==> config.mk <==
export PLATFORM = sky130hd
export DESIGN_NAME = red_pitaya_daisy_link_init
export DESIGN_NICKNAME = d
export VERILOG_FILES = /design/src/rtl/red_pitaya_daisy_link_init.sv
export SDC_FILE = /design/constraint.sdc
export NUM_CORES = 1
export LEC_CHECK = 0
export CAP_MARGIN = 5
export CORE_MARGIN = 2
export CORE_UTILIZATION = 53
export DETAILED_ROUTE_END_ITERATION = 10
export MAX_ROUTING_LAYER = met4
export PLACE_DENSITY = 0.87
export RECOVER_POWER = 50
export SETUP_SLACK_MARGIN = 0.2
export SYNTH_ARGS = -nofsm -noshare
export SYNTH_HDL_FRONTEND = slang
export SYNTH_SLANG_ARGS = --single-unit
export TNS_END_PERCENT = 20
==> constraint.sdc <==
create_clock -name sys_clk_i -period 5.4 [get_ports sys_clk_i]
set_input_delay 1.08 -clock sys_clk_i [delete_from_list [all_inputs] [get_ports sys_clk_i]]
set_output_delay 1.08 -clock sys_clk_i [all_outputs]
set_load 0.05 [all_outputs]
==> src/rtl/red_pitaya_daisy_link_init.sv <==
// red_pitaya_daisy_link_init: bus-initiator sequencer that trains and self-tests the daisy link.
// Ports:
//   sys_clk_i/sys_rst_i      clock, synchronous active-high reset
//   start_i/abort_i          one-cycle start and abort pulses
//   m_*                      system-bus master (addr, wdata, sel, wen, ren, rdata, ack, err)
//   busy_o/done_o/pass_o     sequence status and result
//   fail_code_o              0 none, 1 train timeout, 2 test fail, 3 ack timeout, 4 bus error, 5 abort
//   err_cnt_o/dat_cnt_o      captured PRBS counters
//   state_o                  FSM state, debug
module red_pitaya_daisy_link_init #(
   parameter logic [31:0] BASE_ADDR   = 32'h4050_0000,
   parameter int unsigned ACK_TO      = 16,
   parameter int unsigned POLL_GAP    = 1024,
   parameter int unsigned TRAIN_POLLS = 256,
   parameter int unsigned TEST_LEN    = 65536,
   parameter int unsigned MIN_DAT     = 1000
)(
   input  logic        sys_clk_i,
   input  logic        sys_rst_i,
   input  logic        start_i,
   input  logic        abort_i,
   output logic [31:0] m_addr_o,
   output logic [31:0] m_wdata_o,
   output logic [3:0]  m_sel_o,
   output logic        m_wen_o,
   output logic        m_ren_o,
   input  logic [31:0] m_rdata_i,
   input  logic        m_ack_i,
   input  logic        m_err_i,
   output logic        busy_o,
   output logic        done_o,
   output logic        pass_o,
   output logic [2:0]  fail_code_o,
   output logic [31:0] err_cnt_o,
   output logic [31:0] dat_cnt_o,
   output logic [3:0]  state_o
);
   typedef enum logic [3:0] {
      IDLE, W_CTRL, W_TRN_PAT, W_TRAIN1, POLL_WAIT, R_TRAIN, W_TRAIN0, W_TST_PAT,
      W_CLR1, W_CLR0, TEST_WAIT, R_ERR, R_DAT, W_WORK, CLEANUP, DONE
   } state_t;
   state_t      st, st_n, tgt;
   logic [1:0]  ph, ph_n, rsp, rsp_n;
   logic [31:0] tcnt, tcnt_n, errc, errc_n, datc, datc_n, wd;
   logic [15:0] pc, pc_n, pc_inc;
   logic [2:0]  code, code_n;
   logic [7:0]  off;
   logic        trn, trn_n, pend, pend_n, pass, pass_n, acc, rd, act, go;
   // access decode: ph 0 = strobe cycle, 1 = waiting for ack, 2 = bus idle before moving on
   always_comb begin
      acc = 1'b1;
      rd  = 1'b0;
      off = 8'h00;
      wd  = 32'd0;
      case (st)
         W_CTRL:    wd = 32'd3;
         W_TRN_PAT: begin off = 8'h04; wd = 32'd3; end
         W_TRAIN1:  begin off = 8'h08; wd = 32'd1; end
         R_TRAIN:   begin off = 8'h08; rd = 1'b1; end
         W_TRAIN0:  off = 8'h08;
         W_TST_PAT: begin off = 8'h04; wd = 32'd5; end
         W_CLR1:    begin off = 8'h10; wd = 32'd1; end
         W_CLR0:    off = 8'h10;
         R_ERR:     begin off = 8'h14; rd = 1'b1; end
         R_DAT:     begin off = 8'h18; rd = 1'b1; end
         W_WORK:    begin off = 8'h04; wd = 32'd1; end
         CLEANUP:   off = 8'h04;
         default:   acc = 1'b0;
      endcase
   end
   assign act         = acc && ph != 2'd2;
   assign m_addr_o    = act ? BASE_ADDR + {24'd0, off} : 32'd0;
   assign m_wdata_o   = act ? wd : 32'd0;
   assign m_sel_o     = 4'hF;
   assign m_wen_o     = acc && !rd && ph == 2'd0;
   assign m_ren_o     = acc && rd && ph == 2'd0;
   assign busy_o      = st != IDLE && st != DONE;
   assign done_o      = st == DONE;
   assign pass_o      = pass;
   assign fail_code_o = code;
   assign err_cnt_o   = errc;
   assign dat_cnt_o   = datc;
   assign state_o     = st;
   always_comb begin
      st_n   = st;
      ph_n   = ph;
      tcnt_n = tcnt;
      pc_n   = pc;
      rsp_n  = rsp;
      trn_n  = trn;
      pend_n = pend;
      pass_n = pass;
      code_n = code;
      errc_n = errc;
      datc_n = datc;
      go     = 1'b0;
      tgt    = state_t'(st + 4'd1);
      pc_inc = pc == 16'hFFFF ? pc : pc + 16'd1;
      // an abort during an access is remembered until that access completes
      if (acc && st != CLEANUP && abort_i) pend_n = 1'b1;
      if (st == IDLE) begin
         if (start_i) begin
            go     = 1'b1;
            tgt    = W_CTRL;
            pass_n = 1'b0;
            code_n = 3'd0;
            errc_n = 32'd0;
            datc_n = 32'd0;
            pc_n   = 16'd0;
         end
      end else if (st == DONE) begin
         go  = 1'b1;
         tgt = IDLE;
      end else if (!acc) begin
         if (abort_i) begin
            go     = 1'b1;
            tgt    = CLEANUP;
            code_n = 3'd5;
         end else if (tcnt == 32'd0) go = 1'b1;
         else tcnt_n = tcnt - 32'd1;
      end else if (ph == 2'd0) ph_n = 2'd1;
      else if (ph == 2'd1) begin
         if (m_ack_i) begin
            ph_n  = 2'd2;
            rsp_n = m_err_i ? 2'd2 : 2'd0;
            trn_n = m_rdata_i[4];
            if (!m_err_i && st == R_ERR) errc_n = m_rdata_i;
            if (!m_err_i && st == R_DAT) datc_n = m_rdata_i;
         end else if (tcnt == 32'd0) begin
            ph_n  = 2'd2;
            rsp_n = 2'd1;
         end else tcnt_n = tcnt - 32'd1;
      end else begin
         go = 1'b1;
         // CLEANUP never overwrites the code already latched
         if (st == CLEANUP) tgt = DONE;
         else if (rsp != 2'd0) begin
            tgt    = CLEANUP;
            code_n = rsp == 2'd1 ? 3'd3 : 3'd4;
         end else if (pend || abort_i) begin
            tgt    = CLEANUP;
            code_n = 3'd5;
         end else if (st == R_TRAIN) begin
            pc_n = pc_inc;
            if (trn) tgt = W_TRAIN0;
            else if ({16'd0, pc_inc} == TRAIN_POLLS) begin
               tgt    = CLEANUP;
               code_n = 3'd1;
            end else tgt = POLL_WAIT;
         end else if (st == R_DAT) begin
            if (errc == 32'd0 && datc >= MIN_DAT) tgt = W_WORK;
            else begin
               tgt    = CLEANUP;
               code_n = 3'd2;
            end
         end else if (st == W_WORK) begin
            tgt    = DONE;
            pass_n = 1'b1;
         end
      end
      // wait states count N-1..0 so they last exactly N cycles
      if (go) begin
         st_n   = tgt;
         ph_n   = 2'd0;
         pend_n = 1'b0;
         tcnt_n = tgt == POLL_WAIT ? POLL_GAP - 1 : tgt == TEST_WAIT ? TEST_LEN - 1 : ACK_TO - 1;
      end
   end
   always_ff @(posedge sys_clk_i) begin
      if (sys_rst_i) begin
         st   <= IDLE;
         ph   <= 2'd0;
         tcnt <= 32'd0;
         pc   <= 16'd0;
         rsp  <= 2'd0;
         trn  <= 1'b0;
         pend <= 1'b0;
         pass <= 1'b0;
         code <= 3'd0;
         errc <= 32'd0;
         datc <= 32'd0;
      end else begin
         st   <= st_n;
         ph   <= ph_n;
         tcnt <= tcnt_n;
         pc   <= pc_n;
         rsp  <= rsp_n;
         trn  <= trn_n;
         pend <= pend_n;
         pass <= pass_n;
         code <= code_n;
         errc <= errc_n;
         datc <= datc_n;
      end
   end
endmodule

==> results.md, run 1 <==
* Status: finished clean
* XOR/XNOR Fraction of Synth Area at 3.521%
* RSZ-0062 raised after global routing: no
* Crit-path max FO at 14
* Adder-cell area share of the yosys netlist at 1.304%
* Cts repair resizes at 0
* H-tree depth at 4
* Routed WL per cell at 15.59 microns
* R2R depth at 12
* Max Cap Viol at 0
* Fmax at 0.2194 GHz
* Routed WL at 18.41 mm
* Synth Area in Simple Gates at 28.58%
* Post-route ant nets at 0
* Port Buffers at 122
* Yosys cell types at 61
* Number of vias per cell at 5.605
* Initial antenna violation count at 1
* Commonest cells after routing, fill and taps aside: nor2_1 (201), dfxtp_1 (126), a21oi_1 (99)
* Largest net degree at the start of global routing at 92
* Tightest Pin Transition at 1205 ps
* Cells after Synth at 898
* Final std cells w/o fill at 1181
* Register area share after synthesis at 37.56%
* CTS tree: built
* Standard-cell rows at 41
* Post-route setup TNS at 0 ps
* DR DRC count at 0
* Die span in y at 116.6 microns
* Largest family of logic cells by synthesized area: simple AND/OR/NAND/NOR gates
* Post-synthesis mux area share at 1.043%
* Area of the mapped netlist at 6716 sq um
* Final Skew at 7.254 ps
* Filler cells at 1053
* Reg-to-reg endpoint: tcnt[6]
* Critical R2R Launch: state_o[0]
* Vias in the first global route at 5961
* Area post-placement at 7812 sq um
* Final instance area at 8369 sq um
* Root Buffer: clkbuf_16
* Crit path capture type: output pin
* Synth-to-layout area growth at 24.61%
* Yosys Warn Count at 0
* Hold depth at 2
* CTS Sinks at 126
* FFs w/ async S/R, synth at 0%
* Flop-to-flop setup slack at 1200 ps
* Die area at 13590 sq um
* Initial DRC Count at 572
* Total number of vias at 6619
* Clk Latency, worst-skew pair at 420 ps
* Min-delay src: tcnt[23]
* Placer congestion estimate at 0.9138
* Period utilization at 84.41%
* Cells after DPL at 1148
* Hold bufs inserted after CTS at 0
* Nets at 1040
* EDFF count, synth at 0
* Startpoint Class: register
* Post-CTS Setup Bufs at 0
* CTS clk-pin slew, worst paths at 50 ps
* Tmin final at 4558 ps
* Final Hold Violating Endpoints at 0
* Starting Density at 53.66%
* Worst hold endpoint: tcnt[23]
* Crit path DAT at 3480 ps
* Num CTS Buffers at 17
* Mapped Avg Cell Area at 7.479 sq um
* Min-delay worst type: reg2reg
* Layout cell share with drive strength beyond 1 at 4.960%
* WHS at 470.3 ps
* Dpl hpwl at 12.77 mm
* Die W at 116.6 microns
* Top_reg_cell synth: dfxtp_1
* Total GRT Usage at 28.41%
* Core box area at 12520 sq um
* Drt pass-1 iters at 5
* Num ports at 182
* Max-slew violations at 0
* Final setup vio count at 0
* WS Path Type: reg2out
* First-pass GRT wire length at 29.55 mm
* Slew HR at 19.69%
* Post-synthesis compound-gate area fraction at 17.21%
* Clk buf depth at 2
* Total gr overflow at 0
* Req. time, crit path at 4320 ps
* Yosys reg bits at 126
* Commonest non-fill, non-tap cell in the layout: nor2_1
## logic make-up (layout without fill, tap and decap cells)
logic type / after synthesis / count (layout)
AND/OR/NAND/NOR: 408 / 408
AO/OA/AOI/OAI: 192 / 192
buffers and inverters: 129 / 182
flip-flops: 126 / 126
XOR/XNOR: 27 / 27
adder cells (fa/ha/maj): 7 / 7
multiplexers: 7 / 7
other: 2 / 60
## flip-flops by register name, indices dropped and copies added, names as in the netlist, 2 cells and up
register,cells
tcnt,32
ph,2
rsp,2
pc,16
dat_cnt_o,32
err_cnt_o,32
state_o,4
fail_code_o,3
## stage by stage
step / util [%] / setup WS [ps]
2_1_floorplan: - / 762.2
3_3_place_gp: 62.42 / 1280
3_5_place_dp: 62.42 / 1206
4_1_cts: 67.15 / 839.9
5_1_grt: 66.86 / 662.7
6_report: 66.86 / 841.9
## cell type report
class / instances / area (sq um) / area share, %
clock inverters: 10 / 138.9 / 1.659
diodes: 1 / 2.502 / 0.02990
well taps: 172 / 215.2 / 2.571
flip-flops and latches: 126 / 2522 / 30.14
clock buffers: 22 / 454.2 / 5.427
repair buffers: 131 / 1264 / 15.10
multi-input cells: 700 / 3701 / 44.22
inverters: 19 / 71.32 / 0.8521
## worst max-delay path: stages, from the launching register on
cell,delay [ps]
dfxtp_1,380
inv_1,170
ha_1,530
nor2_1,190
a31oi_1,200
buf_4,180
o21ai_0,250
a221oi_1,290
clkdlybuf4s50_1,870
## how the worst max path moves through the flow
| stage | startpoint | cells past startpoint | to |
|---|---|---|---|
| floorplan | state_o[1] | 6 | m_wdata_o[0] |
| global placement | start_i | 10 | tcnt[27] |
| detailed placement | abort_i | 10 | tcnt[12] |
| CTS | state_o[0] | 8 | m_wdata_o[0] |
| global route | state_o[0] | 9 | m_wdata_o[1] |
| finish | state_o[0] | 8 | m_wdata_o[0] |
## Yosys cell counts (6+ instances only)
master,number,share of area [%]
xor2_1,11,1.4
nand4_1,13,1.2
xnor2_1,16,2.1
nand2_1,73,4.1
buf_4,62,6.9
and4_1,6,0.78
ha_1,7,1.3
nor3_1,19,1.4
a21oi_1,99,7.4
clkbuf_1,47,2.6
dfxtp_1,126,38
o21ai_0,29,2.2
nor2_1,201,11
nand3_1,16,1.2
or3_1,11,1.0
and3_1,7,0.65
inv_1,18,1.0
o31ai_1,7,0.78
mux2i_1,7,1.0
a31oi_1,8,0.75
nor4_1,27,2.5
## per-layer routing
layer	part of all wire, %	track usage, %	wire (microns)
met4	1.8	9.255	331
met2	49	44.65	9016
met5	0	-	0
met1	41	35.01	7611
met3	7.9	8.718	1448
Power of run 1 is not shown: default switching activity piles up to over one toggle a cycle in this logic, so the estimate is an artifact.
==> run 2, diff against run 1 <==
Settings changed: CORE_UTILIZATION 53 to 44, PLACE_DENSITY 0.87 to 0.77.
Clock period 5.4 ns to 3.7 ns, I/O delays scaled along.
==> run 2 against run 1 <==
Routed wire length shrank 0.79%. Hold slack lost 0.89 ps. Die area grew 20%. Largest cell class unchanged. Non-clock buffer count grew 18. Count of clock-buffer cells in the layout shrank 5.
==> results.md, run 2 (synthesis gave the netlist of run 1 again) <==
* Min-delay worst type: reg2reg (unchanged)
* Critical Path Source: tcnt[24] (was state_o[0])
* Largest net degree at the start of global routing at 65 (was 92)
* Dpl hpwl at 12.78 mm (was 12.77 mm)
* Post-route ant nets at 0 (unchanged)
* Routed WL at 18.26 mm (was 18.41 mm)
* CTS Sinks at 126 (unchanged)
* WHS at 469.4 ps (was 470.3 ps)
* Total number of vias at 6524 (was 6619)
* Die area at 16270 sq um (was 13590 sq um)
* Crit-path max FO at 8 (was 14)
* Max-slew violations at 0 (unchanged)
* Routed WL per cell at 15.04 microns (was 15.59 microns)
* Period utilization at 93.24%
* Critical R2R Launch: tcnt[24] (was state_o[0])
* Commonest non-fill, non-tap cell in the layout: nor2_1 (unchanged)
* Worst path cell trace: or4_1 -> or4_1 -> nor4_4 -> o31ai_2 -> a2111o_1 -> or3_4 -> nor4_4 -> xnor2_1 -> nor2_1 (was inv_1 -> ha_1 -> nor2_1 -> a31oi_1 -> buf_4 -> o21ai_0 -> a221oi_1 -> clkdlybuf4s50_1)
* Crit path DAT at 3760 ps (was 3480 ps)
* Post-route setup TNS at 0 ps (unchanged)
* Total GRT Usage at 23.46% (was 28.41%)
* Final std cells w/o fill at 1214 (was 1181)
* Clk Latency, worst-skew pair at 420 ps (about the same)
* Initial DRC Count at 504 (was 572)
* Vias in the first global route at 6036 (was 5961)
* Num ports at 182 (unchanged)
* Nets at 1058 (was 1040)
* Filler cells at 1369 (was 1053)
* Placer congestion estimate at 0.9491 (was 0.9138)
* Crit path capture type: register (was output pin)
* Slew HR at 54.76% (was 19.69%)
* Tightest Pin Transition at 678.6 ps (was 1205 ps)
* Initial antenna violation count at 0 (was 1)
* Final setup vio count at 0 (unchanged)
* Final Skew at 10.98 ps (was 7.254 ps)
* Antenna cells at 0 (was 1)
* CTS tree: built (unchanged)
* Num CTS Buffers at 17 (unchanged)
* Layout cell share with drive strength beyond 1 at 9.552% (was 4.960%)
* Die W at 127.6 microns (was 116.6 microns)
* Min-delay src: tcnt[23] (unchanged)
* Drt pass-1 iters at 5 (unchanged)
* Cells after DPL at 1181 (was 1148)
* Fmax at 0.2899 GHz
* Startpoint Class: register (unchanged)
* RSZ-0062 raised after global routing: yes (was no)
* Total gr overflow at 0 (unchanged)
* H-tree depth at 4 (unchanged)
* Status: finished clean (unchanged)
* Root Buffer: clkbuf_16 (unchanged)
* Req. time, crit path at 4010 ps (was 4320 ps)
* Number of vias per cell at 5.374 (was 5.605)
* Flop-to-flop setup slack at 250 ps (was 1200 ps)
* DR DRC count at 0 (unchanged)
* Max Cap Viol at 0 (unchanged)
* PnR worst setup slack at 250.2 ps (was 841.9 ps)
* Synth-to-layout area growth at 29.79% (was 24.61%)
* Placement Setup Slack at 273.5 ps (was 1206 ps)
* Crit path largest cell delay at 640 ps (was 870 ps)
* Clk buf depth at 2 (unchanged)
* WS Path Type: reg2reg (was reg2out)
* Standard-cell rows at 45 (was 41)
* Core box area at 15030 sq um (was 12520 sq um)
* First-pass GRT wire length at 30.30 mm (was 29.55 mm)
* Max stage delay cell, worst path: or4_1 (was clkdlybuf4s50_1)
* Final Hold Violating Endpoints at 0 (unchanged)
* Port Buffers at 122 (unchanged)
* CTS clk-pin slew, worst paths at 60 ps (was 50 ps)
* Commonest cells after routing, fill and taps aside: nor2_1 (200), dfxtp_1 (126), a21oi_1 (99) (was nor2_1 (201), dfxtp_1 (126), a21oi_1 (99))
* Die span in y at 127.6 microns (was 116.6 microns)
* Tmin final at 3450 ps
* Starting Density at 44.68% (was 53.66%)
## run 2: changes by cell type in the layout (fill, tap and decap cells not counted), moves of 4 or more
cell	before	now
buf_12	0	10
clkdlybuf4s50_1	49	35
buf_4	3	24
nor4_1	28	24
inv_8	0	4
inv_6	0	8
## run 2: final timing paths
path / end / cells past startpoint
setup / recovery: tcnt[27] / 9
hold / removal: tcnt[23] / 2
setup reg to reg: tcnt[27] / 9
hold reg to reg: tcnt[23] / 2
## run 2: routing by layer
layer / track usage (%) / wire length [microns]
met5: - / 0
met1: 29.49 / 8111
met4: 5.753 / 215
met2: 37.21 / 8631
met3: 6.910 / 1304
## run 2: area by class of cell
class	instances	area (sq um)	share of cell area, %
well taps	188	235.2	2.698
clock buffers	17	425.4	4.880
repair buffers	149	1498	17.18
clock inverters	15	161.4	1.852
flip-flops and latches	126	2522	28.94
inverters	19	71.32	0.8181
multi-input cells	700	3804	43.63
## run 2: stage by stage
stage,area (sq um),utilization [%]
floorplan,6972,-
global placement,8095,53.85
detailed placement,8095,53.85
CTS,8693,57.83
global route,8717,57.99
finish,8717,57.99
## run 2: critical path, delay by kind of cell, from the launching register on
kind	cells	cell delay, ps
AO/OA/AOI/OAI	2	580
AND/OR/NAND/NOR	6	2240
flip-flops	1	370
XOR/XNOR	1	150
## run 2: timing repair
action | CTS | global route
setup buffers | 0 | 1
hold buffers | 0 | 0
setup endpoints to repair | 9 | 25
gates resized for setup | 2 | 11
pin swaps | 0 | 1
Power of run 2 is left out for the same reason.
==> run 3, diff against run 2 <==
Settings changed: CORE_ASPECT_RATIO set to 2.
==> run 3 against run 2 <==
Non-clock buffer count grew 3. Routed wire length is 8.0% higher. Count of clock-buffer cells in the layout up 1. Design area is 0.10% higher. Cell count rose by 0.82%. Worst setup slack lost 14 ps. Utilization up 0.58 points. Clock skew grew 3.2 ps. Via count grew 2.7%. Hold slack improved by 14 ps. Global-route usage rose by 1.3 points. Die area up 0.37%. Largest cell class unchanged.
==> results.md, run 3 (synthesis gave the netlist of run 1 again) <==
* Status: finished clean (unchanged)
* Commonest non-fill, non-tap cell in the layout: nor2_1 (unchanged)
* CTS clk-pin slew, worst paths at 60 ps (about the same)
* Cells after DPL at 1190 (was 1181)
* RSZ-0062 raised after global routing: yes (unchanged)
* Routed WL per cell at 16.12 microns (was 15.04 microns)
* Crit path largest cell delay at 830 ps (was 640 ps)
* Final Hold Violating Endpoints at 0 (unchanged)
* Die area at 16330 sq um (was 16270 sq um)
* Total gr overflow at 0 (unchanged)
* Largest net degree at the start of global routing at 65 (unchanged)
* Period utilization at 93.62% (was 93.24%)
* Starting Density at 45.08% (was 44.68%)
* Slew HR at 47.34% (was 54.76%)
* Initial DRC Count at 327 (was 504)
* Num ports at 182 (unchanged)
* Total number of vias at 6700 (was 6524)
* Synth-to-layout area growth at 29.92% (was 29.79%)
* Layout cell share with drive strength beyond 1 at 9.232% (was 9.552%)
* Min-delay worst type: reg2reg (unchanged)
* WHS at 483.5 ps (was 469.4 ps)
* Total GRT Usage at 24.72% (was 23.46%)
* Crit path DAT at 2720 ps (was 3760 ps)
* Final Skew at 14.18 ps (was 10.98 ps)
* DR DRC count at 0 (unchanged)
* WS Path Type: reg2out (was reg2reg)
* Die W at 91.37 microns (was 127.6 microns)
* Tmin final at 3464 ps (was 3450 ps)
* Final setup vio count at 0 (unchanged)
* Fmax at 0.2887 GHz (was 0.2899 GHz)
* Post-route ant nets at 0 (unchanged)
* Multi-input logic area at 3779 sq um (was 3804 sq um)
* Commonest cells after routing, fill and taps aside: nor2_1 (201), dfxtp_1 (126), a21oi_1 (97) (was nor2_1 (200), dfxtp_1 (126), a21oi_1 (99))
* Port Buffers at 122 (unchanged)
* Startpoint Class: register (unchanged)
* Clk Latency, worst-skew pair at 420 ps (about the same)
* Die span in y at 178.7 microns (was 127.6 microns)
* Filler cells at 1368 (was 1369)
* Antenna cells at 0 (unchanged)
* Root Buffer: clkbuf_16 (unchanged)
* Seq. cell area at 2522 sq um (unchanged)
* CTS Sinks at 126 (unchanged)
* Number of vias per cell at 5.474 (was 5.374)
* Tightest Pin Transition at 789.5 ps (was 678.6 ps)
* Max-slew violations at 0 (unchanged)
* Req. time, crit path at 2960 ps (was 4010 ps)
* Placer congestion estimate at 0.9526 (was 0.9491)
* Crit-path max FO at 14 (was 8)
* Routed WL at 19.73 mm (was 18.26 mm)
* Min-delay src: tcnt[23] (unchanged)
* Dpl hpwl at 14.35 mm (was 12.78 mm)
* Core box area at 14900 sq um (was 15030 sq um)
* Flop-to-flop setup slack at 310 ps (was 250 ps)
* CTS tree: built (unchanged)
* Standard-cell rows at 63 (was 45)
* Num CTS Buffers at 17 (unchanged)
* H-tree depth at 4 (unchanged)
* Hold bufs inserted after CTS at 0 (unchanged)
* Crit path capture type: output pin (was register)
* Max Cap Viol at 0 (unchanged)
* Worst path cell trace: buf_4 -> and2_1 -> nand2_1 -> clkinv_1 -> clkdlybuf4s50_1 (was or4_1 -> or4_1 -> nor4_4 -> o31ai_2 -> a2111o_1 -> or3_4 -> nor4_4 -> xnor2_1 -> nor2_1)
* Max stage delay cell, worst path: clkdlybuf4s50_1 (was or4_1)
* Critical R2R Launch: tcnt[24] (unchanged)
* Drt pass-1 iters at 7 (was 5)
* First-pass GRT wire length at 31.52 mm (was 30.30 mm)
* Final std cells w/o fill at 1224 (was 1214)
* Nets at 1061 (was 1058)
* Post-route setup TNS at 0 ps (unchanged)
* Critical Path Source: state_o[3] (was tcnt[24])
* Vias in the first global route at 6542 (was 6036)
* Clk buf depth at 2 (unchanged)
* Initial antenna violation count at 0 (unchanged)
run 3: worst paths after layout:
kind                    to  cells after the start
setup / recovery    done_o                      5
hold / removal    tcnt[23]                      2
setup reg to reg  tcnt[30]                      9
hold reg to reg   tcnt[23]                      2
run 3: cell type report:
cell class                 count  share of cell area, %
inverter                      19                 0.8173
timing repair buffer         152                  17.69
clock inverter                14                  1.563
multi-input combinational    700                  43.30
sequential                   126                  28.91
tap                          195                  2.796
clock buffer                  18                  4.918
run 3: per-stage QoR:
stage	instance area [sq um]	util (%)	setup slack [ps]
final	8726	58.57	236.1
after global routing	8726	58.57	53.10
after CTS	8713	58.49	112.5
after detailed placement	8149	54.70	306.8
after global placement	8149	54.70	361.5
after floorplan	6972	-	64.39
run 3: repair_timing:
item	CTS	global route
pin swaps	0	2
setup endpoints to repair	7	29
gates resized for setup	1	7
buffers inserted	0	2
run 3: worst max-delay path, delay by kind of cell, from the launching register on:
kind / cells / cell delay, ps
buffers and inverters: 3 / 1290
AND/OR/NAND/NOR: 2 / 400
flip-flops: 1 / 620
run 3: routing by layer:
layer  up-vias  GRT usage, %  wire length, microns
met5         -             -                     0
met4         0         13.89                   967
met3        66         3.573                   904
met2       284         45.19                 10490
met1      3102         25.03                  7362
li1       3248             -                     -
Power of run 3 is left out for the same reason.
